$ cat config.mk
export PLATFORM = sky130hd
export DESIGN_NAME = fetch_unit
export DESIGN_NICKNAME = d
export VERILOG_FILES = /design/src/rtl/fetch_pkg.sv /design/src/rtl/fetch_fifo.sv /design/src/rtl/fetch_unit.sv
export SDC_FILE = /design/constraint.sdc
export NUM_CORES = 1
export LEC_CHECK = 0
export ABC_CLOCK_PERIOD_IN_PS = 11800
export BUFFER_PORTS_ARGS = -buffer_cell sky130_fd_sc_hd__clkbuf_2
export CAP_MARGIN = 30
export CORE_UTILIZATION = 61
export DETAILED_ROUTE_END_ITERATION = 8
export PLACE_DENSITY = 0.86
export SLEW_MARGIN = 10
export SYNTH_ARGS = -nofsm -noshare
export SYNTH_HDL_FRONTEND = slang
export SYNTH_HIERARCHICAL = 1
export SYNTH_SLANG_ARGS = --single-unit
$ cat constraint.sdc
create_clock -name clk -period 11.8 [get_ports clk]
set_clock_uncertainty 0.05 [all_clocks]
set_input_delay 0.59 -clock clk [delete_from_list [all_inputs] [get_ports clk]]
set_output_delay 0.59 -clock clk [all_outputs]
set_load 0.01 [all_outputs]
$ cat src/rtl/fetch_pkg.sv
// Shared types and constants for the instruction fetch unit.
package fetch_pkg;

    localparam int ADDR_W = 32;
    localparam int INST_W = 32;
    localparam logic [ADDR_W-1:0] PC_STEP          = 32'd4;
    localparam logic [ADDR_W-1:0] DEFAULT_RESET_PC = 32'h0000_0000;

    // RUN: every response is kept. FLUSH: responses from before a redirect are still returning.
    typedef enum logic [0:0] {
        RUN   = 1'b0,
        FLUSH = 1'b1
    } fetch_state_e;

    // Force an address onto a word boundary.
    function automatic logic [ADDR_W-1:0] align_pc(input logic [ADDR_W-1:0] addr);
        return {addr[ADDR_W-1:2], 2'b00};
    endfunction

endpackage

$ cat src/rtl/fetch_fifo.sv
// Small instruction buffer: DEPTH entries, push/pop in the same cycle, and a
// synchronous flush that takes priority over both.
module fetch_fifo
    import fetch_pkg::*;
#(
    parameter int DEPTH = 2,
    parameter int WIDTH = ADDR_W + INST_W,
    localparam int CNT_W = $clog2(DEPTH + 1)
) (
    input  logic             clk,
    input  logic             rst,
    input  logic             push,
    input  logic [WIDTH-1:0] push_data,
    input  logic             pop,
    input  logic             flush,
    output logic [WIDTH-1:0] head_data,
    output logic [CNT_W-1:0] count,
    output logic             empty
);

    localparam int PTR_W = (DEPTH > 1) ? $clog2(DEPTH) : 1;

    logic [WIDTH-1:0] mem_r [DEPTH];
    logic [PTR_W-1:0] rd_ptr_r;
    logic [PTR_W-1:0] wr_ptr_r;
    logic [CNT_W-1:0] count_r;
    logic             full_s;
    logic             pop_ok_s;
    logic             push_ok_s;

    // Pointer advance with wrap, valid for any DEPTH (not only powers of two).
    function automatic logic [PTR_W-1:0] ptr_inc(input logic [PTR_W-1:0] p);
        logic [PTR_W-1:0] r;
        if (p == PTR_W'(DEPTH - 1)) begin
            r = {PTR_W{1'b0}};
        end else begin
            r = p + PTR_W'(1);
        end
        return r;
    endfunction

    // Qualify push/pop: a pop frees the slot a push into a full buffer needs.
    always_comb begin
        full_s    = (count_r == CNT_W'(DEPTH));
        pop_ok_s  = pop && (count_r != {CNT_W{1'b0}});
        push_ok_s = push && (!full_s || pop_ok_s);
    end

    // Entry storage; cleared on reset so the head reads as zero.
    always_ff @(posedge clk or posedge rst) begin
        if (rst) begin
            for (int i = 0; i < DEPTH; i++) begin
                mem_r[i] <= {WIDTH{1'b0}};
            end
        end else if (push_ok_s && !flush) begin
            mem_r[wr_ptr_r] <= push_data;
        end
    end

    // Read/write pointers and occupancy.
    always_ff @(posedge clk or posedge rst) begin
        if (rst) begin
            rd_ptr_r <= {PTR_W{1'b0}};
            wr_ptr_r <= {PTR_W{1'b0}};
            count_r  <= {CNT_W{1'b0}};
        end else if (flush) begin
            rd_ptr_r <= {PTR_W{1'b0}};
            wr_ptr_r <= {PTR_W{1'b0}};
            count_r  <= {CNT_W{1'b0}};
        end else begin
            if (push_ok_s) begin
                wr_ptr_r <= ptr_inc(wr_ptr_r);
            end
            if (pop_ok_s) begin
                rd_ptr_r <= ptr_inc(rd_ptr_r);
            end
            count_r <= count_r + CNT_W'(push_ok_s) - CNT_W'(pop_ok_s);
        end
    end

    assign head_data = mem_r[rd_ptr_r];
    assign count     = count_r;
    assign empty     = (count_r == {CNT_W{1'b0}});

endmodule

$ cat src/rtl/fetch_unit.sv
// Instruction fetch unit: issues sequential word fetches under a credit limit
// (buffered + in-flight <= DEPTH), buffers in-order responses with their PCs,
// and on redirect discards buffered work and drops responses still in flight.
module fetch_unit
    import fetch_pkg::*;
#(
    parameter logic [ADDR_W-1:0] RESET_PC = DEFAULT_RESET_PC,
    parameter int                DEPTH    = 2
) (
    input  logic              clk,
    input  logic              rst,
    output logic              mem_req,
    output logic [ADDR_W-1:0] mem_addr,
    input  logic              mem_gnt,
    input  logic              mem_rvalid,
    input  logic [INST_W-1:0] mem_rdata,
    output logic              inst_valid,
    output logic [INST_W-1:0] inst,
    output logic [ADDR_W-1:0] inst_addr,
    input  logic              inst_ready,
    input  logic              redirect,
    input  logic [ADDR_W-1:0] redirect_addr
);

    localparam int CNT_W = $clog2(DEPTH + 1);
    localparam int SUM_W = CNT_W + 1;
    localparam int ENT_W = ADDR_W + INST_W;

    fetch_state_e      state_r;
    fetch_state_e      state_nxt_s;
    logic [ADDR_W-1:0] fetch_pc_r;
    logic [ADDR_W-1:0] fetch_pc_nxt_s;
    logic [ADDR_W-1:0] resp_pc_r;
    logic [ADDR_W-1:0] resp_pc_nxt_s;
    logic [CNT_W-1:0]  outstanding_r;
    logic [CNT_W-1:0]  outstanding_nxt_s;
    logic [CNT_W-1:0]  drop_cnt_r;
    logic [CNT_W-1:0]  drop_cnt_nxt_s;

    logic [SUM_W-1:0]  credit_used_s;
    logic              mem_req_s;
    logic              grant_s;
    logic              resp_s;
    logic              drop_s;
    logic              push_s;
    logic              pop_s;
    logic [CNT_W-1:0]  fifo_count_s;
    logic              fifo_empty_s;
    logic [ENT_W-1:0]  fifo_head_s;

    // Issue only while a buffer slot is guaranteed for the response; never during redirect or reset.
    always_comb begin
        credit_used_s = {1'b0, fifo_count_s} + {1'b0, outstanding_r};
        mem_req_s     = 1'b0;
        if (!rst && !redirect && (credit_used_s < SUM_W'(DEPTH))) begin
            mem_req_s = 1'b1;
        end else begin
            mem_req_s = 1'b0;
        end
        grant_s = mem_req_s && mem_gnt;
    end

    // Classify this cycle's response and consumer handshake; stray responses with nothing in flight are ignored.
    always_comb begin
        resp_s = mem_rvalid && (outstanding_r != {CNT_W{1'b0}});
        drop_s = resp_s && (state_r == FLUSH);
        push_s = resp_s && !drop_s && !redirect;
        pop_s  = !fifo_empty_s && inst_ready && !redirect;
    end

    // Next values for the PCs and the in-flight / to-drop counters.
    always_comb begin
        fetch_pc_nxt_s    = fetch_pc_r;
        resp_pc_nxt_s     = resp_pc_r;
        drop_cnt_nxt_s    = drop_cnt_r;
        outstanding_nxt_s = outstanding_r + CNT_W'(grant_s) - CNT_W'(resp_s);
        if (redirect) begin
            fetch_pc_nxt_s = align_pc(redirect_addr);
            resp_pc_nxt_s  = align_pc(redirect_addr);
            // Everything still in flight after this cycle belongs to the old path.
            drop_cnt_nxt_s = outstanding_r - CNT_W'(resp_s);
        end else begin
            if (grant_s) begin
                fetch_pc_nxt_s = fetch_pc_r + PC_STEP;
            end else begin
                fetch_pc_nxt_s = fetch_pc_r;
            end
            if (push_s) begin
                resp_pc_nxt_s = resp_pc_r + PC_STEP;
            end else begin
                resp_pc_nxt_s = resp_pc_r;
            end
            if (drop_s) begin
                drop_cnt_nxt_s = drop_cnt_r - CNT_W'(1);
            end else begin
                drop_cnt_nxt_s = drop_cnt_r;
            end
        end
    end

    // RUN/FLUSH transitions; a redirect recomputes the drop count rather than adding to it.
    always_comb begin
        state_nxt_s = state_r;
        case (state_r)
            RUN: begin
                if (redirect && (drop_cnt_nxt_s != {CNT_W{1'b0}})) begin
                    state_nxt_s = FLUSH;
                end else begin
                    state_nxt_s = RUN;
                end
            end
            FLUSH: begin
                if (redirect) begin
                    state_nxt_s = (drop_cnt_nxt_s != {CNT_W{1'b0}}) ? FLUSH : RUN;
                end else if (drop_s && (drop_cnt_r == CNT_W'(1))) begin
                    state_nxt_s = RUN;
                end else begin
                    state_nxt_s = FLUSH;
                end
            end
            default: begin
                state_nxt_s = RUN;
            end
        endcase
    end

    // Fetch state registers.
    always_ff @(posedge clk or posedge rst) begin
        if (rst) begin
            state_r       <= RUN;
            fetch_pc_r    <= RESET_PC;
            resp_pc_r     <= RESET_PC;
            outstanding_r <= {CNT_W{1'b0}};
            drop_cnt_r    <= {CNT_W{1'b0}};
        end else begin
            state_r       <= state_nxt_s;
            fetch_pc_r    <= fetch_pc_nxt_s;
            resp_pc_r     <= resp_pc_nxt_s;
            outstanding_r <= outstanding_nxt_s;
            drop_cnt_r    <= drop_cnt_nxt_s;
        end
    end

    fetch_fifo #(
        .DEPTH (DEPTH),
        .WIDTH (ENT_W)
    ) u_fifo (
        .clk       (clk),
        .rst       (rst),
        .push      (push_s),
        .push_data ({resp_pc_r, mem_rdata}),
        .pop       (pop_s),
        .flush     (redirect),
        .head_data (fifo_head_s),
        .count     (fifo_count_s),
        .empty     (fifo_empty_s)
    );

    assign mem_req    = mem_req_s;
    assign mem_addr   = fetch_pc_r;
    assign inst_valid = !fifo_empty_s;
    assign inst_addr  = fifo_head_s[ENT_W-1:INST_W];
    assign inst       = fifo_head_s[INST_W-1:0];

endmodule

After elaboration in Yosys (flattened, before gate mapping)
Index checks and enable logic that the tools add are counted.
{"block": "totals", "in_bits": 70, "elab_cells": 84, "register_bits": 201, "out_inout_bits": 98}
{"block": "classes", "n_reduce_logical": 29, "n_lt_le_gt_ge": 4, "n_eq_ne": 2, "muxes": 25, "bitwise": 3, "addsub": 11}
{"cell": "$mux 64", "count": 4}
{"cell": "$bwmux 128", "count": 1}
{"cell": "$mux 32", "count": 4}
{"cell": "$add 32x3->32 const B", "count": 2}
{"cell": "$demux 64 s1", "count": 1}
{"cell": "$logic_and 1x1->1", "count": 15}
{"cell": "$reduce_bool 2->1", "count": 7}
{"cell": "$mux 1", "count": 11}
{"cell": "$mux 2", "count": 3}
{"cell": "$sub 2x1->2", "count": 3}
{"cell": "$logic_not 1->1", "count": 5}
{"cell": "$add 2x1->2", "count": 2}
{"cell": "$ge 2x2->1 const B", "count": 2}
{"cell": "$not 1->2", "count": 2}
{"cell": "$add 2x2->3", "count": 1}
{"cell": "$lt 3x2->1 const B", "count": 1}
{"cell": "$add 1x1->1 const B", "count": 2}
{"cell": "$eq 2x1->1 const B", "count": 1}
{"cell": "$eq 2x2->1 const B", "count": 1}
{"cell": "$logic_not 2->1", "count": 1}
{"cell": "$lt 2x1->1 const B", "count": 1}
{"cell": "$pmux 1 s2", "count": 1}
{"cell": "$sub 2x1->2 const B", "count": 1}
{"cell": "$logic_or 1x1->1", "count": 1}
{"cell": "$not 1->1", "count": 1}

Depth between registers and ports, before layout
{"block": "depth", "word_depth": 10, "mapped_depth": 12, "mapped_depth_nobuf": 10}

Cells and area by module
The synthesis kept the hierarchy.
{"module": "fetch_fifo", "instances": 1, "area_each_um2": 5977.0, "seq_area_each_um2": 3303.2, "cells_per_inst": 365}
{"module": "fetch_unit", "instances": 1, "area_each_um2": 3729.8, "seq_area_each_um2": 1626.6, "cells_per_inst": 419}

Worst setup path after synthesis
No wires, ideal clock.
{"block": "synth_path", "path_kind": "register to register", "start": "reg outstanding_r[0]", "end": "reg outstanding_r[1]", "period_less_slack_ns": 3.096, "arrival_ns": 2.924, "path_buffers": 2, "slack_ns": 8.704, "required_ns": 11.627, "setup_time_ns": 0.123, "stages_incl_launch_ff": 13, "path_cell_list": "dfrtp_1 and2_1 fa_1 nor4_1 and2_1 clkbuf_1 inv_1 clkbuf_1 ha_1 inv_1 ha_1 xnor2_1 xnor2_1"}
{"block": "synth_via", "elab_chain_cells": 7, "elab_cells_between_ends": 9, "classes_between": "add/sub (3); order compare (1); mux (1); reduce/logical (4)"}
{"element": "start: declaration", "line_no": "fetch_unit.sv:35", "rtl": "logic [CNT_W-1:0] outstanding_r;"}
{"element": "start signal: assignment", "line_no": "fetch_unit.sv:133", "rtl": "outstanding_r <= {CNT_W{1'b0}};"}
{"element": "start signal: assignment", "line_no": "fetch_unit.sv:139", "rtl": "outstanding_r <= outstanding_nxt_s;"}
{"element": "$add 2x2->3", "line_no": "fetch_unit.sv:53", "rtl": "credit_used_s = {1'b0, fifo_count_s} + {1'b0, outstanding_r};"}
{"element": "$lt 3x2->1", "line_no": "fetch_unit.sv:55", "rtl": "if (!rst && !redirect && (credit_used_s < SUM_W'(DEPTH))) begin"}
{"element": "$logic_and 1x1->1", "line_no": "fetch_unit.sv:55"}
{"element": "$mux 1", "line_no": "fetch_unit.sv:55"}
{"element": "via mem_req", "line_no": "fetch_unit.sv:12", "rtl": "output logic mem_req,"}
{"element": "$logic_and 1x1->1", "line_no": "fetch_unit.sv:60", "rtl": "grant_s = mem_req_s && mem_gnt;"}
{"element": "$add 2x1->2", "line_no": "fetch_unit.sv:76", "rtl": "outstanding_nxt_s = outstanding_r + CNT_W'(grant_s) - CNT_W'(resp_s);"}
{"element": "$sub 2x1->2", "line_no": "fetch_unit.sv:76"}
{"element": "via outstanding_nxt_s[1]", "line_no": "fetch_unit.sv:36", "rtl": "logic [CNT_W-1:0] outstanding_nxt_s;"}
The timed path passes the listed nets, and every way through them passes these cells.
A chain may end at the register's enable or synchronous reset.

Worst setup path in the final report
{"block": "layout_path", "start": "reg outstanding_r[0]", "end": "reg outstanding_r[1]"}
{"block": "layout_via", "elab_chain_cells": 7, "elab_cells_between_ends": 9, "classes_between": "add/sub (3); order compare (1); mux (1); reduce/logical (4)"}
{"element": "$add 2x2->3", "line_no": "fetch_unit.sv:53"}
{"element": "$lt 3x2->1", "line_no": "fetch_unit.sv:55"}
{"element": "$logic_and 1x1->1", "line_no": "fetch_unit.sv:55"}
{"element": "$mux 1", "line_no": "fetch_unit.sv:55"}
{"element": "$logic_and 1x1->1", "line_no": "fetch_unit.sv:60"}
{"element": "$add 2x1->2", "line_no": "fetch_unit.sv:76"}
{"element": "$sub 2x1->2 (*)", "line_no": "fetch_unit.sv:76"}
{"element": "via outstanding_nxt_s[1]", "line_no": "fetch_unit.sv:36"}
Mark *: on every way through the listed nets, which the timed path passes. The rest lies on a longest branch.

==> impl_metrics.tcl <==
set metrics [dict create \
    min_path_type "input port to async pin" \
    fp.dieH_um 128 \
    yosys.area_share.adder 0.0124 \
    slowest_stage "nor4_1" \
    total_power_uw 2160 \
    rows 45 \
    totalNegativeSetupSlack_ns 0 \
    synth.most_common_cell "dfrtp_1" \
    async_flop_share 1.00 \
    antenna_found_initial 0 \
    cts_buffers 17 \
    synth_common_cells "dfrtp_1, mux2_2, nand2_1, mux2_4, o21ai_0" \
    yosysTopAreaCellShare 0.508 \
    port-buffer-count 163 \
    syn-cell-area_sq_mm 0.00971 \
    initial_core_util 0.632 \
    holdBufCountCts 0 \
    final_hold_viol_count 0 \
    max_stage_delay_ns 0.62 \
    status "completed" \
    cts_max_level 4 \
    path_clk_slew_ns 0.07 \
    worstSetupPathType "flip-flop to flip-flop" \
    cp.required_ns 12.11 \
    setup_viol 0 \
    drtPass1Iterations 5 \
    core_sq_mm 0.0154 \
    cts_tree "built" \
    layout-drive-gt1-share 0.429 \
    synth-seq-cells 197 \
    vias 6820 \
    cp.arrival_ns 4.30 \
    synth_compound_area_frac 0.0641 \
    viasPerCell 5.87 \
    grt_max_degree 75 \
    rr_worst_depth 10 \
    drv_cap 0 \
    synthCells 784 \
    ys_top_cells_by_area "dfrtp_1, mux2_2, mux2_4" \
    clk_latency_ns 0.43 \
    utilization 0.733 \
    relSlewSlack 0.352 \
    gr-total-overflow 0 \
    p_per_area_mw_per_mm2 191 \
    synth.area.mux_share 0.249 \
    r2r-end "outstanding_r[1]$_DFF_PP0_" \
    first_global_vias 6717 \
    io_pins 168 \
    fp.dieArea_sq_mm 0.0164 \
    leakage_uw 0.00527 \
    wl_per_cell_um 18.3 \
    critPathLaunchType "flip-flop" \
    place_congestion 0.961 \
    syn_avg_cell_area_sq_um 12.4 \
    path_cells "and2_1, fa_1, nor4_1, and2_1, inv_1, ha_1, inv_1, ha_1, xnor2_1, xnor2_1" \
    hold_slack_ns 0.0658 \
    yosysWarnings 6 \
    drc 0 \
    synth_top_family_by_area "multiplexers" \
    dp_hpwl_um 14300 \
    synth_top_cell_by_area "dfrtp_1" \
    cts-resized-gates 0 \
    synth_flop_cell "dfrtp_1" \
    grt_pass1_wl_um 34400 \
    rsz0062_at_grt "false" \
    die-width_um 128 \
    reg2reg_slack_ns 7.81 \
    areaGrowthSynthToFinish_pct 16.1 \
    cp-end-kind "flip-flop" \
    n_antenna_cell 0 \
    cp-endpoint "outstanding_r[1]$_DFF_PP0_" \
    ys_types 56 \
    synth_xor_area_frac 0.0325 \
    clock_sinks 197 \
    path_max_fanout 31 \
    crit_start "outstanding_r[0]$_DFF_PP0_" \
    yosys.area_share.simple 0.103 \
    postCtsSetupRepairBufs 0 \
    max_freq_ghz 0.251 \
    worst_pin_slew_ns 0.971 \
    synth_edf_count 0 \
    cts_root_buf "clkbuf_16" \
    maxSlewViolCount 0 \
    antenna_left 0 \
    period_minus_slack_ns 3.99 \
    cts_buffer_depth 2 \
    wl_um 21300 \
    r2r_start "outstanding_r[0]$_DFF_PP0_" \
    yosysSeqAreaShare 0.508 \
    ir_drop_v 0.000125 \
    gr-usage-all-layers 0.272 \
    layout_worst_path_cycle_share 0.338 \
    nets 1018 \
    drt_iter0_drc 459 \
]
==> state kept, by name, indices dropped and copies added, names as in the netlist, 2 cells and up <==
| register | flops |
|---|---|
| outstanding_r | 2 |
| resp_pc_r | 30 |
| u_fifo/mem_r | 128 |
| mem_addr | 30 |
| u_fifo/count | 2 |
| drop_cnt_r | 2 |
==> metal layers <==
layer / share of wire / track usage / vias to the layer above
met2: 0.47 / 0.436 / 283
met3: 0.073 / 0.0726 / 21
li1: - / - / 3155
met1: 0.45 / 0.366 / 3361
met5: 0 / 0 / -
met4: 0.011 / 0.0796 / 0
==> worst max-delay path, delay by kind of cell (launching register included) <==
kind,cells,cell delay (ns)
xor+xnor,2,0.32
flops,1,0.42
fa+ha+maj,3,1.09
buf+inv,2,0.63
simple gates,3,1.40
==> where the power goes <==
group          total, uW  internal [uW]  switching, uW
logic                615            337            278
registers            971            850            121
clock network        571            322            249
total               2160           1510            648
==> how the worst min path moves through the flow <==
stage,cells after the start,endpoint
floorplan,1,u_fifo/mem_r[20]$_DFFE_PP0P_
global placement,1,u_fifo/mem_r[22]$_DFFE_PP0P_
detailed placement,1,u_fifo/mem_r[23]$_DFFE_PP0P_
CTS,2,outstanding_r[1]$_DFF_PP0_
global route,2,outstanding_r[0]$_DFF_PP0_
finish,2,outstanding_r[1]$_DFF_PP0_
==> cells by family (layout without fill, tap and decap cells) <==
| kind of cell | Yosys count | count (layout) |
|---|---|---|
| buffers and inverters | 57 | 219 |
| DFF | 197 | 197 |
| muxes | 195 | 195 |
| other | 1 | 6 |
| AOI/OAI and AO/OA | 96 | 96 |
| xor gates and xnor gates | 36 | 36 |
| adders and majority gates | 9 | 9 |
| and+or+nand+nor | 193 | 193 |
==> cells in the final DEF (no fill, tap or decap), drive strengths merged, types with 3 or more instances in the layout <==
| cell | netlist | final |
|---|---|---|
| or4 | 5 | 5 |
| inv | 16 | 17 |
| xnor2 | 26 | 26 |
| a21oi | 8 | 8 |
| nor4 | 13 | 13 |
| buf | 19 | 8 |
| a31oi | 5 | 5 |
| and4 | 4 | 4 |
| nand2 | 63 | 63 |
| clkbuf | 21 | 182 |
| o311ai | 14 | 14 |
| nor2 | 22 | 22 |
| and2 | 4 | 4 |
| o21ai | 43 | 43 |
| xor2 | 10 | 10 |
| a21o | 3 | 3 |
| o211ai | 11 | 11 |
| conb | 1 | 6 |
| and3 | 14 | 14 |
| nand3 | 27 | 27 |
| mux2 | 193 | 193 |
| or3 | 7 | 7 |
| ha | 8 | 8 |
| nor3 | 10 | 10 |
| dfrtp | 197 | 197 |
| clkinv | 1 | 8 |
| nor2b | 3 | 3 |
| nand4 | 14 | 14 |
==> through the flow <==
step,setup slack (ns),cells,area [sq um]
floorplan,7.63,789,9730
global placement,7.62,1128,10600
detailed placement,7.51,1129,10600
CTS,7.82,1160,11200
global route,7.54,1162,11300
finish,7.81,1162,11300
==> final cells by class <==
class | instances | area (sq um)
Clock buffer | 19 | 453
Clock inverter | 12 | 130
Fill cell | 1020 | 4100
Inverter | 17 | 66.3
Multi-Input combinational cell | 535 | 4510
Sequential cell | 197 | 4930
Tap cell | 211 | 264
Timing Repair Buffer | 171 | 908
(Power assumes the default switching activity.)
